## config.mk

```make
export PLATFORM = sky130hd
export DESIGN_NAME = imem_loader
export DESIGN_NICKNAME = d
export VERILOG_FILES = /design/src/rtl/imem_loader.sv
export SDC_FILE = /design/constraint.sdc
export NUM_CORES = 1
export LEC_CHECK = 0
export CELL_PAD_IN_SITES_DETAIL_PLACEMENT = 1
export CELL_PAD_IN_SITES_GLOBAL_PLACEMENT = 1
export CORE_AREA = 3 3 168 104
export CTS_CLUSTER_SIZE = 40
export DETAILED_ROUTE_END_ITERATION = 16
export DIE_AREA = 0 0 171 107
export HOLD_SLACK_MARGIN = 0.06
export MAX_ROUTING_LAYER = met4
export PLACE_DENSITY_LB_ADDON = 0.1
export SLEW_MARGIN = 20
export SYNTH_ARGS = -nofsm -noshare
export SYNTH_HDL_FRONTEND = slang
export SYNTH_SLANG_ARGS = --single-unit
```

## constraint.sdc

```tcl
create_clock -name clk -period 9.45 [get_ports clk]
set_clock_uncertainty 0.1 [all_clocks]
set_input_delay 0.945 -clock clk [delete_from_list [all_inputs] [get_ports clk]]
set_output_delay 0.945 -clock clk [all_outputs]
set_load 0.02 [all_outputs]
```

## src/rtl/imem_loader.sv

```systemverilog
// Boot loader: receives a length-prefixed byte frame and writes big-endian words into instruction memory.
// The core is released through cpu_run once the XOR checksum of the payload matches.
module imem_loader #(
  parameter logic [31:0] ADDR_BASE = 32'h0040_0000,
  parameter int unsigned MAX_WORDS = 256
) (
  input  logic        clk,
  input  logic        reset,
  input  logic [7:0]  rx_data,
  input  logic        rx_valid,
  output logic        rx_ready,
  input  logic        start,
  output logic        imem_we,
  output logic [31:0] imem_addr,
  output logic [31:0] imem_wdata,
  output logic        cpu_run,
  output logic        load_done,
  output logic        load_error,
  output logic [15:0] word_count
);

  typedef enum logic [2:0] {
    LEN_HI,
    LEN_LO,
    DATA,
    CSUM,
    DONE,
    ERROR
  } state_t;

  state_t      state_q, state_d;
  logic [15:0] len_q;
  logic [15:0] len_in;
  logic [23:0] asm_q;
  logic [1:0]  byte_idx;
  logic [7:0]  csum_q;
  logic        xfer;
  logic        last_word;

  assign xfer      = rx_valid & rx_ready;
  assign len_in    = {len_q[15:8], rx_data};
  assign last_word = (byte_idx == 2'd3) && ((word_count + 16'd1) == len_q);

  always_ff @(posedge clk or posedge reset) begin
    if (reset) state_q <= LEN_HI;
    else       state_q <= state_d;
  end

  always_comb begin
    state_d  = state_q;
    rx_ready = 1'b0;
    unique case (state_q)
      LEN_HI: begin
        rx_ready = 1'b1;
        if (rx_valid) state_d = LEN_LO;
      end
      LEN_LO: begin
        rx_ready = 1'b1;
        if (rx_valid) begin
          if (32'(len_in) > MAX_WORDS) state_d = ERROR;
          else if (len_in == 16'd0)    state_d = CSUM;
          else                         state_d = DATA;
        end
      end
      DATA: begin
        rx_ready = 1'b1;
        if (rx_valid && last_word) state_d = CSUM;
      end
      CSUM: begin
        rx_ready = 1'b1;
        if (rx_valid) state_d = (rx_data == csum_q) ? DONE : ERROR;
      end
      DONE, ERROR: begin
        if (start) state_d = LEN_HI;
      end
      default: state_d = LEN_HI;
    endcase
  end

  // Datapath: the strobe is registered, so it lands the cycle after the 4th byte
  // and may overlap acceptance of the next word's first byte.
  always_ff @(posedge clk or posedge reset) begin
    if (reset) begin
      len_q      <= '0;
      asm_q      <= '0;
      byte_idx   <= '0;
      csum_q     <= '0;
      imem_we    <= 1'b0;
      imem_addr  <= ADDR_BASE;
      imem_wdata <= '0;
      word_count <= '0;
      cpu_run    <= 1'b0;
      load_done  <= 1'b0;
      load_error <= 1'b0;
    end else begin
      imem_we <= 1'b0;
      unique case (state_q)
        LEN_HI: begin
          if (xfer) len_q[15:8] <= rx_data;
        end
        LEN_LO: begin
          if (xfer) begin
            len_q[7:0] <= rx_data;
            if (32'(len_in) > MAX_WORDS) load_error <= 1'b1;
          end
        end
        DATA: begin
          if (xfer) begin
            csum_q   <= csum_q ^ rx_data;
            byte_idx <= byte_idx + 2'd1;
            if (byte_idx == 2'd3) begin
              imem_we    <= 1'b1;
              imem_wdata <= {asm_q, rx_data};
              imem_addr  <= ADDR_BASE + {14'd0, word_count, 2'b00};
              word_count <= word_count + 16'd1;
            end else begin
              asm_q <= {asm_q[15:0], rx_data};
            end
          end
        end
        CSUM: begin
          if (xfer) begin
            if (rx_data == csum_q) begin
              load_done <= 1'b1;
              cpu_run   <= 1'b1;
            end else begin
              load_error <= 1'b1;
            end
          end
        end
        DONE, ERROR: begin
          if (start) begin
            cpu_run    <= 1'b0;
            load_done  <= 1'b0;
            load_error <= 1'b0;
            word_count <= '0;
            byte_idx   <= '0;
            csum_q     <= '0;
            imem_addr  <= ADDR_BASE;
          end
        end
        default: ;
      endcase
    end
  end

endmodule

```

==> impl_metrics.ini, run 1 <==
[route]
drtIter0Drc = 232
ant_nets = 0
via_count = 4303
drc = 0
totalWireLength_um = 15700
viasPerCell = 5.02
wl_per_cell_um = 18.3
firstDrtPassIters = 5

[setup_path]
timing.rr.start = state_q[2]
arrival_ns = 3.72
worstPathRequired_ns = 9.62
worstPathMaxFanout = 69
startpoint = rx_valid
path_class = input pin to register
critPathCaptureType = register
start_kind = input pin

[yosys]
ys_seq_elements = 120
yosys.area.top_type_share_pct = 53.7
synthTopCellsByArea = dfrtp_1 (54%), nand2_1 (11%), mux2_2 (8.3%)
synth_top_cell_by_area = dfrtp_1
synthFlopType = dfrtp_1
synth_edf_count = 0
syn_avg_cell_area_um2 = 9.72
syn_area_um2 = 5590
seq_area_frac_synth_pct = 53.7
synth_common_cells = nand2_1 (161), dfrtp_1 (120), mux2_2 (41)
netlist_instances = 575
synth.most_common_cell = nand2_1
async_flop_share_pct = 100
ys_types = 47
synth_warnings = 0

[timing]
worst_pin_slew_ns = 0.926
finalSetupViolCount = 0
hold_slack_ns = 0.370
drv_slew = 0
rsz0062_at_grt = false
period_share_pct = 37.5
fin_tns_setup_ns = 0
hold_violations = 0
layout_min_cycle_time_ns = 3.55
fmax_mhz = 282
fin_ws_ns = 5.90
slew_headroom_pct = 36.6

[floorplanning]
core_um2 = 16100
rows = 36
dieArea_um2 = 18300
num_io_pins = 97
die_width_um = 171
die_h_um = 107
initial_core_util_pct = 34.7

[layout]
drive_gt1_share_pct = 13.1
antenna_cells = 0
multi_input_area_um2 = 2360
fin_area_um2 = 7100
fill_cells = 1819
area_growth_pct = 27.1
seqCellArea_um2 = 3000
nets = 651

[clock_tree]
cts_tree = yes
cts_hold_buffers = 0
clk_path_buf_depth = 2
clk_latency_ns = 0.42
clkTransAtPathRegs_ns = 0.05
numCtsBuffers = 17
cts_setup_buffers = 0
cts.sinks = 120
cts_resized = 0
cts-root-buf = clkbuf_16
htreeDepth = 4

[placed_design]
gp_congestion = 0.836
dpl_cell_area_um2 = 6460
io_buffers = 80
dp_slack_ns = 5.55
dp_hpwl_um = 10400

[grt]
grt_antenna_before_repair = 0
grt_usage_pct = 18.9
grt_remaining_overflow = 0
grt_max_degree = 70
grt_pass1_vias = 4620
grt_pass1_wl_um = 26000

[job]
max-cap-violations = 0

[power_and_ir_drop]
peakVddDrop_mv = 0.114
power.density_nw_per_um2 = 218
power.leakage_nw = 3.30
fin_total_pwr_mw = 1.55

[hold_path]
hold_start = asm_q[16]
min_path_type = register to register

[run_status]
status = finished, final reports clean
==> kinds of logic after synthesis <==
group / synth area share [%]
compound gates: 7.86
xor+xnor: 4.55
fa+ha+maj: 0.448
buf+inv: 5.26
flops: 53.7
mux: 8.44
other cells: 0.134
simple gates: 19.6
==> layer usage <==
metal	vias up	wire, µm	track usage, %
li1	2030	-	-
met5	-	0	-
met1	2171	7920	26.8
met2	86	7030	27.8
met4	0	163	5.34
met3	16	592	3.80
==> state kept, by name (all words and copies together), names as in the netlist <==
register,count
imem_wdata,32
asm_q,24
imem_addr,16
len_q,16
word_count,16
csum_q,8
state_q,3
byte_idx,2
imem_we,1
load_done,1
load_error,1
==> per-stage QoR <==
| step | util, % | instances |
|---|---|---|
| after floorplan | - | 589 |
| after global placement | 40.0 | 827 |
| after detailed placement | 40.1 | 827 |
| after CTS | 44.0 | 858 |
| after global routing | 44.0 | 858 |
| final | 44.0 | 858 |
==> layout make-up <==
type | count | share of cell area [%]
clock inverter | 8 | 2.01
sequential | 120 | 42.3
timing repair buffer | 83 | 11.6
tap | 209 | 3.68
multi-input combinational | 411 | 33.3
inverter | 4 | 0.264
clock buffer | 23 | 6.87
==> worst max-delay path: stages <==
cell	delay (ns)
clkdlybuf4s50_1	0.55
nand2b_1	0.14
nor3b_2	0.65
nand2_2	0.13
buf_4	0.39
and2_1	0.45
o21ai_0	0.32
o31ai_1	0.11
==> power by group <==
group / total, mW / switching (mW) / internal, mW
clock network: 0.695 / 0.229 / 0.466
registers: 0.621 / 0.0581 / 0.562
logic: 0.229 / 0.121 / 0.109
==> worst paths after layout <==
| path | endpoint | slack, ns | depth (start not counted) |
|---|---|---|---|
| worst max register to register | word_count[6] | 6.50 | 7 |
| max in group asynchronous | imem_addr[6] | 7.01 | 3 |
| min in group asynchronous | imem_wdata[8] | 0.89 | 2 |
| worst min register to register | imem_wdata[24] | 0.37 | 2 |
| worst max-delay path | word_count[6] | 5.90 | 8 |
| worst min-delay path | imem_wdata[24] | 0.37 | 2 |
==> placed cells by master, fill, tap and decap left out, drive strengths merged, types with 3 or more instances in the layout <==
cell type      instances
xnor2                 27
o21ai                 35
clkdlybuf4s50         80
nand4                  4
and3                   5
nand3b                 3
a21oi                  6
nor3                  11
nand2                161
conb                  16
inv                    3
o31ai                  6
a31oi                  4
nand3                 29
clkbuf                23
nand2b                 3
nor4                   8
clkinv                 4
buf                    3
dfrtp                120
a21o                   7
nor2                  22
bufinv                 4
mux2                  41
(Power assumes the default switching activity.)
==> run 2, diff against run 1 <==
==> constraint.sdc (replaced) <==
create_clock -name clk -period 2.92 [get_ports clk]
set_clock_uncertainty 0.1 [all_clocks]
set_input_delay 0.292 -clock clk [delete_from_list [all_inputs] [get_ports clk]]
set_output_delay 0.292 -clock clk [all_outputs]
set_load 0.02 [all_outputs]
==> impl_metrics.ini, run 2 (synthesis results as in run 1) <==
[hold_path]
min_path_type = input pin to asynchronous set/reset pin

[grt]
grt_pass1_wl_um = 26100
grt_antenna_before_repair = 0
grt_max_degree = 71
grt_remaining_overflow = 0
grt_pass1_vias = 4620
grt_usage_pct = 19.0

[timing]
fmax_mhz = 367
hold_violations = 0
fin_ws_ns = 0.198
drv_slew = 0
layout_min_cycle_time_ns = 2.72
fin_tns_setup_ns = 0
period_share_pct = 93.2
rsz0062_at_grt = false
finalSetupViolCount = 0
worst_pin_slew_ns = 0.669
slew_headroom_pct = 55.4

[setup_path]
slowest_delay_ns = 0.55
arrival_ns = 2.92
path_class = register to register
r2r_slack_ns = 0.20
start_kind = register
critPathCaptureType = register
cp_slowest_cell = nor4_2
worstPathRequired_ns = 3.12
crit_chain = ha_1 > nand3_2 > nor4_2 > xnor2_1 > a2111oi_2 > nand4_1 > o41ai_2
worstPathMaxFanout = 7

[layout]
largest_reg_flops = 32
largest_register = imem_wdata
nets = 668
area_growth_pct = 29.8
fill_cells = 1789
final_cells = 875
final_common_cell = nand2_1
antenna_cells = 0
reg.largest.list = imem_wdata (32), asm_q (24)
fin_area_um2 = 7250
postLayoutCoreUtil_pct = 45.0
mostFrequentLayoutCells = nand2_1 (160), dfrtp_1 (120), clkdlybuf4s50_1 (80), mux2_2 (41), o21ai_0 (34)
drive_gt1_share_pct = 15.5

[route]
drtIter0Drc = 236
drc = 0
wl_per_cell_um = 18.4
totalWireLength_um = 16100
firstDrtPassIters = 4
via_count = 4405
viasPerCell = 5.03
ant_nets = 0

[clock_tree]
cts.sinks = 120
clk_latency_ns = 0.41
cts_setup_buffers = 0
clk_path_buf_depth = 2
numCtsBuffers = 17
htreeDepth = 4
clkTransAtPathRegs_ns = 0.06
cts_tree = yes
cts-root-buf = clkbuf_16

[job]
max-cap-violations = 0

[placed_design]
gp_congestion = 0.919
io_buffers = 80
dp_hpwl_um = 11200
post-place-cells = 844
dp_slack_ns = 0.0458
dpl_cell_area_um2 = 6620

[floorplanning]
die_width_um = 171
num_io_pins = 97
die_h_um = 107
dieArea_um2 = 18300
rows = 36
initial_core_util_pct = 34.7
core_um2 = 16100

[power_and_ir_drop]
power.density_nw_per_um2 = 691
power.leakage_nw = 3.38
peakVddDrop_mv = 0.400

[run_status]
status = finished, final reports clean
run 2: cell count changes in the layout (fill, tap and decap cells not counted), sizes merged:
cell	delta
buf	+17
clkbuf	-6
clkinv	+3
inv	+2
clkinvlp	+1
run 2: critical path, delay by kind of cell, from the launching register on:
kind / cells / cell delay, ns
AOI/OAI and AO/OA: 2 / 0.54
adders and majority gates: 1 / 0.36
xor gates and xnor gates: 1 / 0.17
and+or+nand+nor: 3 / 0.92
DFF: 1 / 0.51
run 2: final timing paths:
kind                          startpoint        endpoint  depth (start not counted)
setup / recovery           word_count[0]      state_q[0]                          7
hold / removal                     reset       asm_q[15]                          3
setup reg to reg           word_count[0]      state_q[0]                          7
hold reg to reg                asm_q[22]  imem_wdata[30]                          2
max in group asynchronous          reset    imem_addr[4]                          3
min in group clk               asm_q[22]  imem_wdata[30]                          2
run 2: timing repair:
item                       CTS  global route
hold buffers                 0             0
gates resized for setup      0             1
setup endpoints to repair    0             1
run 2: power breakdown:
part	internal [mW]	switching, mW
Sequential	1.82	0.173
Clock	1.43	0.807
Combinational	0.371	0.407
Total	3.62	1.39
run 2: per-layer routing:
metal  vias to the layer above  track usage [%]  wire, µm
li1                       2059                -         -
met1                      2267             28.2      8420
met2                        77             27.0      7110
met3                         2             3.28       549
met4                         0             4.88        51
met5                         -                -         0
run 2: cell type report:
type	instances	area [µm²]	share of cell area, %
tap	209	262	3.61
multi-input combinational	411	2350	32.5
clock buffer	17	425	5.87
inverter	4	18.8	0.259
timing repair buffer	100	988	13.6
sequential	120	3000	41.4
clock inverter	14	199	2.74
run 2: per-stage QoR:
step	hold WS (ns)	power, mW
2_1_floorplan	0.290	2.55
3_3_place_gp	0.353	2.77
3_5_place_dp	0.358	2.80
4_1_cts	0.240	5.09
5_1_grt	0.278	5.24
6_report	0.246	5.01
